--- config.mk ---
export PLATFORM = sky130hd
export DESIGN_NAME = slc3_control_unit
export DESIGN_NICKNAME = d
export VERILOG_FILES = /design/src/rtl/slc3_control_unit.sv
export SDC_FILE = /design/constraint.sdc
export NUM_CORES = 1
export LEC_CHECK = 0
export CAP_MARGIN = 20
export CORE_ASPECT_RATIO = 0.8
export CORE_MARGIN = 2
export CORE_UTILIZATION = 49
export CTS_CLUSTER_DIAMETER = 120
export DETAILED_ROUTE_END_ITERATION = 8
export PLACE_DENSITY = 0.83
export SETUP_SLACK_MARGIN = 0.1
export SKIP_LAST_GASP = 1
export SYNTH_ARGS = -nofsm -noshare
export SYNTH_HDL_FRONTEND = slang
export SYNTH_SLANG_ARGS = --single-unit
--- constraint.sdc ---
create_clock -name Clk -period 4.75 [get_ports Clk]
set_input_delay 1.1875 -clock Clk [delete_from_list [all_inputs] [get_ports Clk]]
set_output_delay 1.1875 -clock Clk [all_outputs]
set_load 0.01 [all_outputs]
--- src/rtl/slc3_control_unit.sv ---
// SLC-3 fetch/decode/execute sequencer: Moore FSM driving every datapath control.
// Define SLC3_PAUSE_EN to compile the PAUSE (opcode 1101) wait states and LD_LED.
module slc3_control_unit #(
  parameter int unsigned MEM_WAIT = 3
) (
  input  logic       Clk,
  input  logic       Reset,
  input  logic       Run,
  input  logic       Continue,
  input  logic [3:0] Opcode,
  input  logic       IR_5,
  input  logic       IR_11,
  input  logic       BEN,
  output logic       LD_MAR,
  output logic       LD_MDR,
  output logic       LD_IR,
  output logic       LD_BEN,
  output logic       LD_CC,
  output logic       LD_REG,
  output logic       LD_PC,
  output logic       LD_LED,
  output logic       GatePC,
  output logic       GateMDR,
  output logic       GateALU,
  output logic       GateMARMUX,
  output logic [1:0] PCMUX,
  output logic       DRMUX,
  output logic       SR1MUX,
  output logic       SR2MUX,
  output logic       ADDR1MUX,
  output logic [1:0] ADDR2MUX,
  output logic [1:0] ALUK,
  output logic       Mem_OE,
  output logic       Mem_WE
);

  typedef enum logic [4:0] {
    HALTED, S18, S33, S35, S32, S01, S05, S09, S00, S22, S12, S20,
    S04, S21, S06, S25, S27, S07, S23, S16
`ifdef SLC3_PAUSE_EN
    , PAUSE_IR1, PAUSE_IR2
`endif
  } state_t;

  localparam logic [1:0] WAIT_LAST = 2'(MEM_WAIT - 1);

  state_t     state, state_next;
  logic [1:0] wait_cnt;
  logic       wait_last;
  logic       in_mem;

  // The S33/S25/S16 wait sequences share one state each plus a cycle counter.
  assign wait_last = (wait_cnt == WAIT_LAST);
  assign in_mem    = (state == S33) || (state == S25) || (state == S16);

  always_ff @(posedge Clk) begin
    if (Reset) begin
      state    <= HALTED;
      wait_cnt <= '0;
    end else begin
      state    <= state_next;
      wait_cnt <= (in_mem && !wait_last) ? wait_cnt + 2'd1 : '0;
    end
  end

  always_comb begin
    state_next = state;
    unique case (state)
      HALTED: if (Run) state_next = S18;
      S18:    state_next = S33;
      S33:    if (wait_last) state_next = S35;
      S35:    state_next = S32;
      S32: begin
        unique case (Opcode)
          4'b0001: state_next = S01;
          4'b0101: state_next = S05;
          4'b1001: state_next = S09;
          4'b0000: state_next = S00;
          4'b1100: state_next = S12;
          4'b0100: state_next = S04;
          4'b0110: state_next = S06;
          4'b0111: state_next = S07;
`ifdef SLC3_PAUSE_EN
          4'b1101: state_next = PAUSE_IR1;
`endif
          default: state_next = S18;
        endcase
      end
      S01, S05, S09, S12, S20, S22, S21, S27: state_next = S18;
      S00:    state_next = BEN ? S22 : S18;
      S04:    state_next = IR_11 ? S21 : S20;
      S06:    state_next = S25;
      S25:    if (wait_last) state_next = S27;
      S07:    state_next = S23;
      S23:    state_next = S16;
      S16:    if (wait_last) state_next = S18;
`ifdef SLC3_PAUSE_EN
      PAUSE_IR1: if (Continue) state_next = PAUSE_IR2;
      PAUSE_IR2: if (!Continue) state_next = S18;
`endif
      default: state_next = HALTED;
    endcase
  end

`ifndef SLC3_PAUSE_EN
  logic unused_continue;
  assign unused_continue = Continue;
`endif

  always_comb begin
    LD_MAR     = 1'b0;
    LD_MDR     = 1'b0;
    LD_IR      = 1'b0;
    LD_BEN     = 1'b0;
    LD_CC      = 1'b0;
    LD_REG     = 1'b0;
    LD_PC      = 1'b0;
    LD_LED     = 1'b0;
    GatePC     = 1'b0;
    GateMDR    = 1'b0;
    GateALU    = 1'b0;
    GateMARMUX = 1'b0;
    PCMUX      = 2'b00;
    DRMUX      = 1'b0;
    SR1MUX     = 1'b0;
    SR2MUX     = 1'b0;
    ADDR1MUX   = 1'b0;
    ADDR2MUX   = 2'b00;
    ALUK       = 2'b00;
    Mem_OE     = 1'b0;
    Mem_WE     = 1'b0;
    unique case (state)
      S18: begin
        GatePC = 1'b1;
        LD_MAR = 1'b1;
        PCMUX  = 2'b01;
        LD_PC  = 1'b1;
      end
      S33, S25: begin
        Mem_OE = 1'b1;
        LD_MDR = wait_last;
      end
      S35: begin
        GateMDR = 1'b1;
        LD_IR   = 1'b1;
      end
      S32: LD_BEN = 1'b1;
      S01, S05: begin
        SR1MUX  = 1'b1;
        SR2MUX  = IR_5;
        ALUK    = (state == S05) ? 2'b01 : 2'b00;
        GateALU = 1'b1;
        LD_REG  = 1'b1;
        LD_CC   = 1'b1;
      end
      S09: begin
        SR1MUX  = 1'b1;
        ALUK    = 2'b10;
        GateALU = 1'b1;
        LD_REG  = 1'b1;
        LD_CC   = 1'b1;
      end
      S22: begin
        ADDR2MUX = 2'b10;
        PCMUX    = 2'b10;
        LD_PC    = 1'b1;
      end
      S12, S20: begin
        SR1MUX  = 1'b1;
        ALUK    = 2'b11;
        GateALU = 1'b1;
        LD_PC   = 1'b1;
      end
      S04: begin
        GatePC = 1'b1;
        DRMUX  = 1'b1;
        LD_REG = 1'b1;
      end
      S21: begin
        ADDR2MUX = 2'b11;
        PCMUX    = 2'b10;
        LD_PC    = 1'b1;
      end
      S06, S07: begin
        SR1MUX     = 1'b1;
        ADDR1MUX   = 1'b1;
        ADDR2MUX   = 2'b01;
        GateMARMUX = 1'b1;
        LD_MAR     = 1'b1;
      end
      S27: begin
        GateMDR = 1'b1;
        LD_REG  = 1'b1;
        LD_CC   = 1'b1;
      end
      S23: begin
        ALUK    = 2'b11;
        GateALU = 1'b1;
        LD_MDR  = 1'b1;
      end
      S16: Mem_WE = 1'b1;
`ifdef SLC3_PAUSE_EN
      PAUSE_IR1: LD_LED = 1'b1;
`endif
      default: ;
    endcase
  end

endmodule
==> Word-level counts from Yosys, hierarchy flattened <==
Memory sizes are Yosys's and may differ from the RTL's.
Cells that the tools add are included.
{ "totals": {"regBits": 7, "romBits": 80, "inputBits": 11, "output_inout_bits": 24, "wordCells": 77, "mem_count": 1} }
{ "mem_list": {"columns": ["name", "depth", "width", "read_ports", "rd_ports_with_merged_regs", "write_ports", "line", "source"], "rows": [
  ["(no name shown)", 16, 5, 1, 0, 0, "74", "unique case (Opcode)"]
]} }
{ "classes": {"n_addsub": 1, "eq_ne": 24, "n_mux": 27, "n_bitwise": 1, "reduce_logical": 21} }
{ "ops": {"columns": ["cell", "count"], "rows": [
  ["$pmux 5 s13", 1],
  ["$eq 5x4->1 const B", 8],
  ["$eq 5x3->1 const B", 4],
  ["$eq 5x5->1 const B", 4],
  ["$mux 5", 4],
  ["$mux 1", 16],
  ["$reduce_or 2->1", 7],
  ["$pmux 2 s3", 2],
  ["$eq 5x2->1 const B", 2],
  ["$reduce_or 5->1", 2],
  ["$ne 2x2->1 const B", 4],
  ["$reduce_or 8->1", 1],
  ["$reduce_or 7->1", 1],
  ["$reduce_or 3->1", 2],
  ["$reduce_or 6->1", 1],
  ["$eq 5x1->1 const B", 1],
  ["$logic_not 5->1", 1],
  ["$mux 4", 1],
  ["$pmux 2 s2", 1],
  ["$reduce_and 4->1", 1],
  ["$reduce_or 4->1", 1],
  ["$mux 3", 1],
  ["$add 2x1->2 const B", 1],
  ["$eq 2x2->1 const B", 1],
  ["other kinds (5)", 6]
]} }

==> Depth between registers and ports, before layout <==
Gate-level depths: netlist of the first run.
{ "logic_depth": {"depth_word": 6, "ltp_mapped": 7, "depth_no_buf": 6} }

==> Least setup slack after synthesis of the first run <==
Ideal clock, no wire load.
{ "synth_path": {"path_kind": "input to output", "startpoint": "input IR_5", "endpoint": "output SR2MUX", "t_arrival_ns": 1.404, "required_time_ns": 3.563, "slack_ns": 2.158, "stages": 1, "n_path_buf": 0, "cell_sequence": "and4b_1"} }
{ "synth_between": {"elab_chain_cells": 1} }
{ "synth_lines": {"columns": ["item", "line", "source"], "rows": [
  ["start: declaration", "11", "input logic IR_5,"],
  ["$mux 1", "132", "unique case (state)"],
  ["end: declaration", "29", "output logic SR2MUX,"]
]} }
Every way passes these cells.

==> Worst setup path after layout of the first run <==
{ "layout_path": {"startpoint": "register state[4]", "endpoint": "output LD_MAR"} }
{ "layout_between": {"elab_chain_cells": 3, "word_cells_on_any_way": 5, "cone_classes": "3 x eq/ne; 1 x mux; 1 x reduce/logical"} }
{ "layout_lines": {"columns": ["item", "line", "source"], "rows": [
  ["start: declaration", "47", "state_t state, state_next;"],
  ["start signal: assignment", "61", "state <= state_next;"],
  ["$eq 5x4->1 (tied with other cells)", "132", null],
  ["$reduce_or 3->1 (no line) (*)", null, null],
  ["$mux 1 (*)", "132", null],
  ["end: declaration", "14", "output logic LD_MAR,"]
]} }
Mark *: on every way between the ends. The rest lies on a longest branch, timed or not.

==> results of run 1 <==
layout by cell type (no fill, tap or decap), types with 2 or more instances in the layout:
| master | n |
|---|---|
| a21oi_1 | 9 |
| mux2_2 | 2 |
| nand3_1 | 4 |
| nand2_1 | 10 |
| clkdlybuf4s50_1 | 32 |
| nand4_1 | 2 |
| o21a_1 | 2 |
| nor3_1 | 3 |
| nand2b_1 | 5 |
| inv_1 | 5 |
| clkbuf_4 | 3 |
| nor2b_1 | 4 |
| a31o_1 | 2 |
| nor4_1 | 3 |
| o21ai_1 | 2 |
| nor2_1 | 15 |
| dfxtp_1 | 7 |
| o22ai_1 | 2 |
| o21ai_0 | 7 |
| a22o_1 | 2 |
| xor2_1 | 2 |
| a22oi_1 | 4 |
| ha_1 | 5 |
| and3_1 | 2 |
| a21o_1 | 4 |
| o211ai_1 | 2 |
| a31oi_1 | 3 |
| nor3b_1 | 2 |
critical path: stages, from the launching register on:
cell and delay, ps:
dfxtp_1 800, inv_2 180, nor4_1 610, a31o_1 210
or2_1 110, clkdlybuf4s50_1 540
metrics by stage:
step | cells | setup WS [ps] | total power [W] | util | hold slack (ps)
floorplan | 147 | 2160 | 0.000188 | - | 393
detailed placement | 188 | 1150 | 0.000239 | 0.668 | 417
global route | 192 | 725 | 0.000314 | 0.682 | 467
CTS | 192 | 869 | 0.000292 | 0.682 | 423
global placement | 188 | 1210 | 0.000235 | 0.668 | 402
finish | 192 | 873 | 0.000292 | 0.682 | 416
state kept, by name, indices dropped and copies added, names as in the netlist:
signal    count
state         5
wait_cnt      2
cell families after synthesis:
logic type      after synthesis  share of synthesized area
compound gates               47                      0.317
xor+xnor                      3                     0.0260
fa+ha+maj                     5                     0.0620
buf+inv                      23                      0.120
flops                         7                      0.139
mux                           2                     0.0223
other cells                   1                    0.00371
simple gates                 59                      0.310
report_power, final:
group	internal, W	total (W)	switching, W	leakage (nW)
clock	0.0000319	0.0000520	0.0000200	0.0150
sequential	0.0000649	0.0000840	0.0000191	0.0569
combinational	0.0000737	0.000156	0.0000825	0.413
final timing paths:
kind / endpoint / depth (start not counted) / slack, ps / from
setup / recovery: LD_MAR / 5 / 870 / state[4]
hold / removal: wait_cnt[0] / 1 / 420 / wait_cnt[0]
setup reg to reg: state[0] / 4 / 2550 / state[2]
hold reg to reg: wait_cnt[0] / 1 / 420 / wait_cnt[0]
layer usage:
metal	vias up	part of all wire	global-route usage
li1	573	-	-
met5	-	0	0
met1	516	0.48	0.312
met3	2	0.061	0.0338
met2	47	0.45	0.393
met4	0	0.0054	0.0150
final cells by class:
class	count	area, um^2	share of cell area
clock buffers	4	26.3	0.0202
flip-flops and latches	7	140	0.108
inverters	7	28.8	0.0221
multi-input cells	117	748	0.575
well taps	24	30.0	0.0231
repair buffers	33	328	0.252
==> results by group, run 1 <==
Clock tree
  • CTS Buf Count: 3
  • Post-CTS Setup Bufs: 0
  • Later-pin clock latency in the skew report: 240 ps
  • Clk pin slew, worst setup/hold paths: 50 ps
  • Post-CTS sizing: 0
  • TritonCTS clock tree: yes
  • Clock buffer depth: 2
  • Root Driver: clkbuf_4
  • H-tree depth: 1
  • Hold Buf Count CTS: 0
  • CTS sink cnt: 7

Finish
  • Nets: 185
  • Number of fill cells in the layout: 183
  • Area grow syn2layout: 28.9%
  • N_diodes: 0
  • Final instance area: 1300 um^2
  • Layout cells sized above 1: 0.0655

Setup path
  • Setup crit end kind: output port
  • Worst setup path class: reg -> out
  • Crit-path max FO: 24
  • Critical path launch point type: flip-flop
  • CP Data Arrival Time: 2690 ps
  • WP data required: 3560 ps

Synthesis
  • Synth top cells by count: nor2_1, nand2_1, a21oi_1, buf_2
  • Post-synth top flop: dfxtp_1
  • Synth area leader: dfxtp_1
  • Largest cells by area after synthesis: dfxtp_1, ha_1, nor2_1
  • Async S/R FF share, synth: 0
  • Post-synth cell types: 52
  • Synth warn: 0
  • Share of the synthesized area in the top cell type: 0.139
  • Top-count cell post-synth: nor2_1
  • Register area share after synthesis: 0.139
  • Syn avg cell area: 6.87 um^2
  • #FFs+latches synth: 7
  • Cell area after synthesis: 1010 um^2
  • Cells after Synth: 147
  • Post-synth EDFFs: 0
  • Net Count, Synth: 163

Detailed routing
  • Via Count: 1138
  • DRT Wirelength: 2610 um
  • Remaining design rule violation count: 0
  • Initial DRC Count: 46
  • Routed Antenna Nets: 0
  • Detailed Routing Iterations Pass 1: 4
  • Routed length per instance: 13.6 um
  • Mean number of vias per cell: 5.93

Global route
  • GRT Overall Usage: 0.229
  • Initial antenna violation count: 0
  • First-pass GRT wire length: 4260 um
  • Largest net degree at the start of global routing: 26
  • Vias in the first global route: 1001
  • Overflow left after global routing: 0

Pwr
  • P_leak: 0.485 nW
  • Worst VDD drop: 0.143 mV
  • Power per cell area: 224 nW/um^2

Timing
  • Relative slew margins: 0.443
  • RSZ-0062 raised after global routing: no
  • Slew Limit Fails: 0
  • F_max: 258 MHz
  • Final setup fails: 0
  • Slew @ Worst Pin: 834 ps
  • Setup TNS: 0 ps
  • Post-route minimum period: 3880 ps
  • Final Skew: 6.42 ps
  • Period utilization: 0.816
  • Fin. Hold Viols: 0

Floorplanning
  • Initial Util: 0.529
  • Ports: 35
  • Die width: 54.8 um
  • Die area: 2440 um^2
  • Core region area: 1910 um^2
  • # rows: 14
  • Die Ht: 44.6 um

Outcome
  • Status: completed

Min path
  • Type of the most critical hold path: reg -> reg

Place
  • Port Buffer Count: 32
  • Final Wtd Congestion: 0.883
  • Post-detail-place hpwl: 1910 um
  • Post-DP Area: 1270 um^2

Job
  • Total of max-cap violations: 0
No activity file was read; power rests on OpenSTA's default activity.
==> run 2: changes to the inputs <==
--- a/config.mk
+++ b/config.mk
@@ -8,10 +8,10 @@
 export CAP_MARGIN = 20
 export CORE_ASPECT_RATIO = 0.8
 export CORE_MARGIN = 2
-export CORE_UTILIZATION = 49
+export CORE_UTILIZATION = 45
 export CTS_CLUSTER_DIAMETER = 120
 export DETAILED_ROUTE_END_ITERATION = 8
-export PLACE_DENSITY = 0.83
+export PLACE_DENSITY = 0.77
 export SETUP_SLACK_MARGIN = 0.1
 export SKIP_LAST_GASP = 1
 export SYNTH_ARGS = -nofsm -noshare
==> constraint.sdc (replaced) <==
create_clock -name Clk -period 3.61 [get_ports Clk]
set_input_delay 0.9025 -clock Clk [delete_from_list [all_inputs] [get_ports Clk]]
set_output_delay 0.9025 -clock Clk [all_outputs]
set_load 0.01 [all_outputs]
==> run 2 against run 1 <==
Routed wire length grew 15%. Core utilization shrank 5.2 points. Largest power group unchanged. First-iteration DRC count grew 6.5%. Sequential share of layout area shrank 0.36 points. Clock skew grew 9.5 ps.
==> results by group, run 2 (synthesized netlist as in run 1, its figures left out) <==
Outcome
  • Status: completed

Detailed routing
  • Via Count: 1219 (+7.1%)
  • DRT Wirelength: 3000 um (+15%)
  • M1 WL: 1240 um (-1.3%)
  • Mean number of vias per cell: 6.16 (+3.9%)
  • Remaining design rule violation count: 0 (unchanged)
  • Initial DRC Count: 49 (+6.5%)
  • Detailed Routing Iterations Pass 1: 4 (unchanged)
  • Routed Antenna Nets: 0 (unchanged)
  • Metal2 WL: 1450 um (+23%)
  • Top layer in use: met4
  • Routed length per instance: 15.1 um (+11%)
  • Routed met3 length: 233 um (+47%)

Clock tree
  • Clk pin slew, worst setup/hold paths: 60 ps (about the same)
  • H-tree depth: 1 (unchanged)
  • Later-pin clock latency in the skew report: 270 ps (+30 ps)
  • Clock buffer depth: 2 (unchanged)
  • Root Driver: clkbuf_4
  • CTS sink cnt: 7 (unchanged)
  • TritonCTS clock tree: yes
  • CTS Buf Count: 3 (unchanged)

Timing
  • Setup TNS: 0 ps (unchanged)
  • Relative slew margins: 0.451 (+0.00798)
  • Fin. Hold Viols: 0 (unchanged)
  • RSZ-0062 raised after global routing: no
  • Post-route minimum period: 3240 ps
  • Slew Limit Fails: 0 (unchanged)
  • Slew @ Worst Pin: 822 ps (-12.0 ps)
  • F_max: 309 MHz
  • Final Skew: 16.0 ps (+9.53 ps)
  • Final setup fails: 0 (unchanged)
  • Period utilization: 0.896

Setup path
  • Crit-path max FO: 23 (-4.2%)
  • WP data required: 2710 ps (-850 ps)
  • Reg2Reg Depth: 4 (unchanged)
  • Worst r2r src: state[1]
  • Critical path launch point type: flip-flop
  • CP Data Arrival Time: 2330 ps (-360 ps)
  • R2R Path End: state[0]
  • Worst R2R Setup Slack: 1590 ps (-960 ps)
  • Setup crit end kind: output port
  • Worst setup path class: reg -> out

Place
  • Port Buffer Count: 32 (unchanged)
  • DP Cell Count: 194 (+3.2%)
  • Post-detail-place hpwl: 2220 um (+16%)
  • Post-DP Area: 1310 um^2 (+3.0%)
  • Final Wtd Congestion: 0.873 (-1.1%)

Pwr
  • Internal cell power: 0.000230 W (+35%)
  • P_leak: 0.512 nW (+5.6%)
  • Flop pwr share: 0.281 (-0.007)
  • Worst VDD drop: 0.159 mV (+11%)
  • P_sw: 0.000175 W (+44%)
  • Switching Fraction: 0.432 (+0.0154)
  • Power per cell area: 300 nW/um^2 (+34%)
  • Clock network fraction of design power: 0.191 (+0.013)
  • Gate power share: 0.528 (-0.006)

Min path
  • Hold Crit Start: wait_cnt[0]
  • Worst Hold Path EP: wait_cnt[0]
  • Type of the most critical hold path: reg -> reg
  • Hold Path Depth: 1 (unchanged)

Global route
  • Overflow left after global routing: 0 (unchanged)
  • Vias in the first global route: 994 (-0.70%)
  • GRT Overall Usage: 0.225 (-0.00335)
  • Initial antenna violation count: 0 (unchanged)
  • First-pass GRT wire length: 4560 um (+7.1%)
  • Largest net degree at the start of global routing: 24 (-7.7%)

Floorplanning
  • Ports: 35 (unchanged)
  • Die width: 57.0 um (+4.0%)
  • Core region area: 2140 um^2 (+12%)
  • Die Ht: 46.4 um (+4.0%)
  • Initial Util: 0.472 (-0.0569)
  • # rows: 15 (+1)
  • Die area: 2640 um^2 (+8.2%)

Finish
  • Nets: 190 (+2.7%)
  • N_diodes: 0 (unchanged)
  • Largest regs: state (5), wait_cnt (2)
  • Number of flip-flops in the largest register: 5 (unchanged)
  • Commonest non-fill, non-tap cell in the layout: clkdlybuf4s50_1
  • Cell Count, Final, Fillers Out: 198 (+3.1%)
  • Most flop-heavy register: state
  • Layout cells sized above 1: 0.0983 (+0.0328)
  • Area grow syn2layout: 33.3%
  • Commonest cells after routing, fill and taps aside: clkdlybuf4s50_1, nor2_1, nand2_1, a21oi_1
  • Final instance area: 1350 um^2 (+3.5%)

Job
  • Total of max-cap violations: 0 (unchanged)
## run 2: how the worst max path moves through the flow
stage	start	to	slack [ps]
after CTS	state[4]	LD_MAR	260
after detailed placement	state[4]	LD_MAR	540
after global routing	state[4]	GateALU	200
final	state[1]	LD_REG	370
after global placement	state[4]	LD_MAR	640
after floorplan	state[0]	SR1MUX	1390
## run 2: stage by stage
stage	hold WS (ps)	util	total power (W)	setup slack (ps)
3_3_place_gp	402	0.614	0.000318	644
4_1_cts	417	0.626	0.000398	259
3_5_place_dp	410	0.614	0.000323	537
2_1_floorplan	393	-	0.000247	1390
6_report	413	0.629	0.000404	374
5_1_grt	453	0.629	0.000427	200
## run 2: cell type report
cell class	instances	area [um^2]
timing repair buffer	38	365
multi-input combinational	117	754
sequential	7	140
fill	198	793
clock buffer	4	26.3
tap	25	31.3
inverter	7	28.8
## run 2: layer usage
metal  vias to the layer above  track usage
met4                         0        0.116
met5                         -            0
met2                        64        0.389
met1                       564        0.286
met3                         8       0.0197
li1                        583            -
## run 2: critical path: stages, from the launching register on
cell	delay, ps
dfxtp_1	860
nor2_1	280
nor2_1	150
a21oi_1	60
o21ai_1	150
clkdlybuf4s50_1	560
## run 2: repair_timing
action,in CTS,in global routing
buffers inserted,0,0
gates resized for setup,0,1
setup endpoints to repair,0,1
hold buffers,0,0
## run 2: power groups by stage
stage / logic (W) / registers [W] / clock network [W]
6_report: 0.000214 / 0.000114 / 0.0000771
5_1_grt: 0.000231 / 0.000116 / 0.0000799
4_1_cts: 0.000210 / 0.000112 / 0.0000758
3_5_place_dp: 0.000209 / 0.000114 / 0
3_3_place_gp: 0.000204 / 0.000114 / 0
2_1_floorplan: 0.000155 / 0.0000916 / 0
==> run 3: changes to the inputs <==
--- a/config.mk
+++ b/config.mk
@@ -9,7 +9,6 @@
 export CORE_ASPECT_RATIO = 0.8
 export CORE_MARGIN = 2
 export CORE_UTILIZATION = 45
-export CTS_CLUSTER_DIAMETER = 120
 export DETAILED_ROUTE_END_ITERATION = 8
 export PLACE_DENSITY = 0.77
 export SETUP_SLACK_MARGIN = 0.1
==> constraint.sdc (replaced) <==
create_clock -name Clk -period 3.5 [get_ports Clk]
set_input_delay 0.875 -clock Clk [delete_from_list [all_inputs] [get_ports Clk]]
set_output_delay 0.875 -clock Clk [all_outputs]
set_load 0.01 [all_outputs]
==> run 3 against run 2 <==
Clock power decreased by 8.8%. Sequential share of layout area increased by 0.17 points. Critical path depth unchanged. First-iteration DRC count unchanged. Sequential power increased by 5%. Core utilization decreased by 0.99 points. Critical endpoint is now GateALU. Largest cell class unchanged.
==> results by group, run 3 (synthesized netlist as in run 1, its figures left out) <==
Finish
  • Number of flip-flops in the largest register: 5 (unchanged)
  • Commonest non-fill, non-tap cell in the layout: clkdlybuf4s50_1
  • Sequential cell area: 140 um^2 (unchanged)
  • Largest regs: state (5), wait_cnt (2)
  • Most flop-heavy register: state
  • Nets: 188 (-1.1%)
  • Area grow syn2layout: 31.2%
  • Layout cells sized above 1: 0.0819 (-0.0164)
  • Number of fill cells in the layout: 205 (+3.5%)
  • N_diodes: 0 (unchanged)
  • Commonest cells after routing, fill and taps aside: clkdlybuf4s50_1, nor2_1, nand2_1, a21oi_1
  • Area of the multi-input gates: 748 um^2 (-0.83%)

Min path
  • Type of the most critical hold path: reg -> reg

Timing
  • Slew @ Worst Pin: 833 ps (+11.0 ps)
  • Period utilization: 0.911
  • Setup TNS: 0 ps (unchanged)
  • Fin. Hold Viols: 0 (unchanged)
  • Post-route minimum period: 3190 ps
  • Relative slew margins: 0.444 (-0.00734)
  • Slew Limit Fails: 0 (unchanged)
  • Final setup fails: 0 (unchanged)
  • F_max: 314 MHz
  • Final Skew: 1.24 ps (-14.7 ps)
  • Worst Hold Slack: 432 ps (+19.1 ps)
  • RSZ-0062 raised after global routing: no

Detailed routing
  • DRT Wirelength: 2710 um (-9.6%)
  • Remaining design rule violation count: 0 (unchanged)
  • Via Count: 1173 (-3.8%)
  • Detailed Routing Iterations Pass 1: 5 (+1)
  • Mean number of vias per cell: 5.98 (-2.8%)
  • Routed length per instance: 13.8 um (-8.7%)
  • Routed Antenna Nets: 0 (unchanged)
  • Initial DRC Count: 49 (unchanged)

Clock tree
  • Root Driver: clkbuf_4
  • TritonCTS clock tree: yes
  • H-tree depth: 1 (unchanged)
  • Clock buffer depth: 2 (unchanged)
  • Post-CTS Setup Bufs: 0 (unchanged)
  • CTS sink cnt: 7 (unchanged)
  • Post-CTS sizing: 0 (unchanged)
  • Later-pin clock latency in the skew report: 240 ps (-30 ps)
  • CTS Buf Count: 3 (unchanged)
  • Hold Buf Count CTS: 0 (unchanged)
  • Clk pin slew, worst setup/hold paths: 50 ps (about the same)

Setup path
  • Crit-path max FO: 12 (-48%)
  • WP data required: 2620 ps (-90 ps)
  • Critical path launch point type: flip-flop
  • Setup crit end kind: output port
  • Worst setup path class: reg -> out
  • CP Data Arrival Time: 2310 ps (-20 ps)

Pwr
  • P_leak: 0.501 nW (-2.1%)
  • Worst VDD drop: 0.137 mV (-14%)
  • Power per cell area: 301 nW/um^2 (+0.29%)

Global route
  • Vias in the first global route: 966 (-2.8%)
  • GRT Overall Usage: 0.190 (-0.0350)
  • Initial antenna violation count: 0 (unchanged)
  • Largest net degree at the start of global routing: 24 (unchanged)
  • First-pass GRT wire length: 4020 um (-12%)
  • Overflow left after global routing: 0 (unchanged)

Floorplanning
  • Die Ht: 46.4 um (unchanged)
  • Die area: 2640 um^2 (unchanged)
  • Die width: 57.0 um (unchanged)
  • # rows: 15 (unchanged)
  • Initial Util: 0.472 (unchanged)
  • Ports: 35 (unchanged)
  • Core region area: 2140 um^2 (unchanged)

Place
  • Port Buffer Count: 32 (unchanged)
  • Final Wtd Congestion: 0.857 (-1.9%)
  • Post-detail-place hpwl: 2050 um (-7.6%)

Job
  • Total of max-cap violations: 0 (unchanged)

Outcome
  • Status: completed
## run 3: worst paths after layout
kind / to / slack [ps] / cells past startpoint / startpoint
max: GateALU / 310 / 5 / state[4]
min: wait_cnt[0] / 430 / 1 / wait_cnt[0]
max reg2reg: state[0] / 1490 / 4 / state[1]
min reg2reg: wait_cnt[0] / 430 / 1 / wait_cnt[0]
## run 3: through the flow
| step | total power [W] | std cells | utilization | area (um^2) | worst slack (ps) |
|---|---|---|---|---|---|
| after floorplan | 0.000255 | 147 | - | 1010 | 1310 |
| after global placement | 0.000322 | 192 | 0.607 | 1300 | 603 |
| after detailed placement | 0.000328 | 192 | 0.607 | 1300 | 572 |
| after CTS | 0.000399 | 196 | 0.619 | 1330 | 360 |
| after global routing | 0.000428 | 196 | 0.619 | 1330 | 168 |
| final | 0.000399 | 196 | 0.619 | 1330 | 311 |
## run 3: final cells by class
class / count / share of cell area
multi-input cells: 117 / 0.565
repair buffers: 36 / 0.264
flip-flops and latches: 7 / 0.106
well taps: 25 / 0.0236
inverters: 7 / 0.0217
clock buffers: 4 / 0.0198
## run 3: where the power goes
part	leakage (nW)	internal (W)	total, W	switching, W
Combinational	0.429	0.000101	0.000209	0.000108
Clock	0.0150	0.0000433	0.0000703	0.0000270
Sequential	0.0569	0.0000881	0.000120	0.0000316
## run 3: layer usage
layer / global-route usage / vias to the layer above / part of all wire
met2: 0.317 / 56 / 0.46
met3: 0.0112 / 4 / 0.069
met5: 0 / - / 0
met1: 0.263 / 531 / 0.46
met4: 0.0698 / 0 / 0.010
li1: - / 582 / -
## run 3: critical path, stage by stage, from the launching register on
cell and delay [ps]:
dfxtp_1 420, nor2b_1 650, o21a_1 230, a21oi_1 40
o32ai_1 140, clkdlybuf4s50_1 590
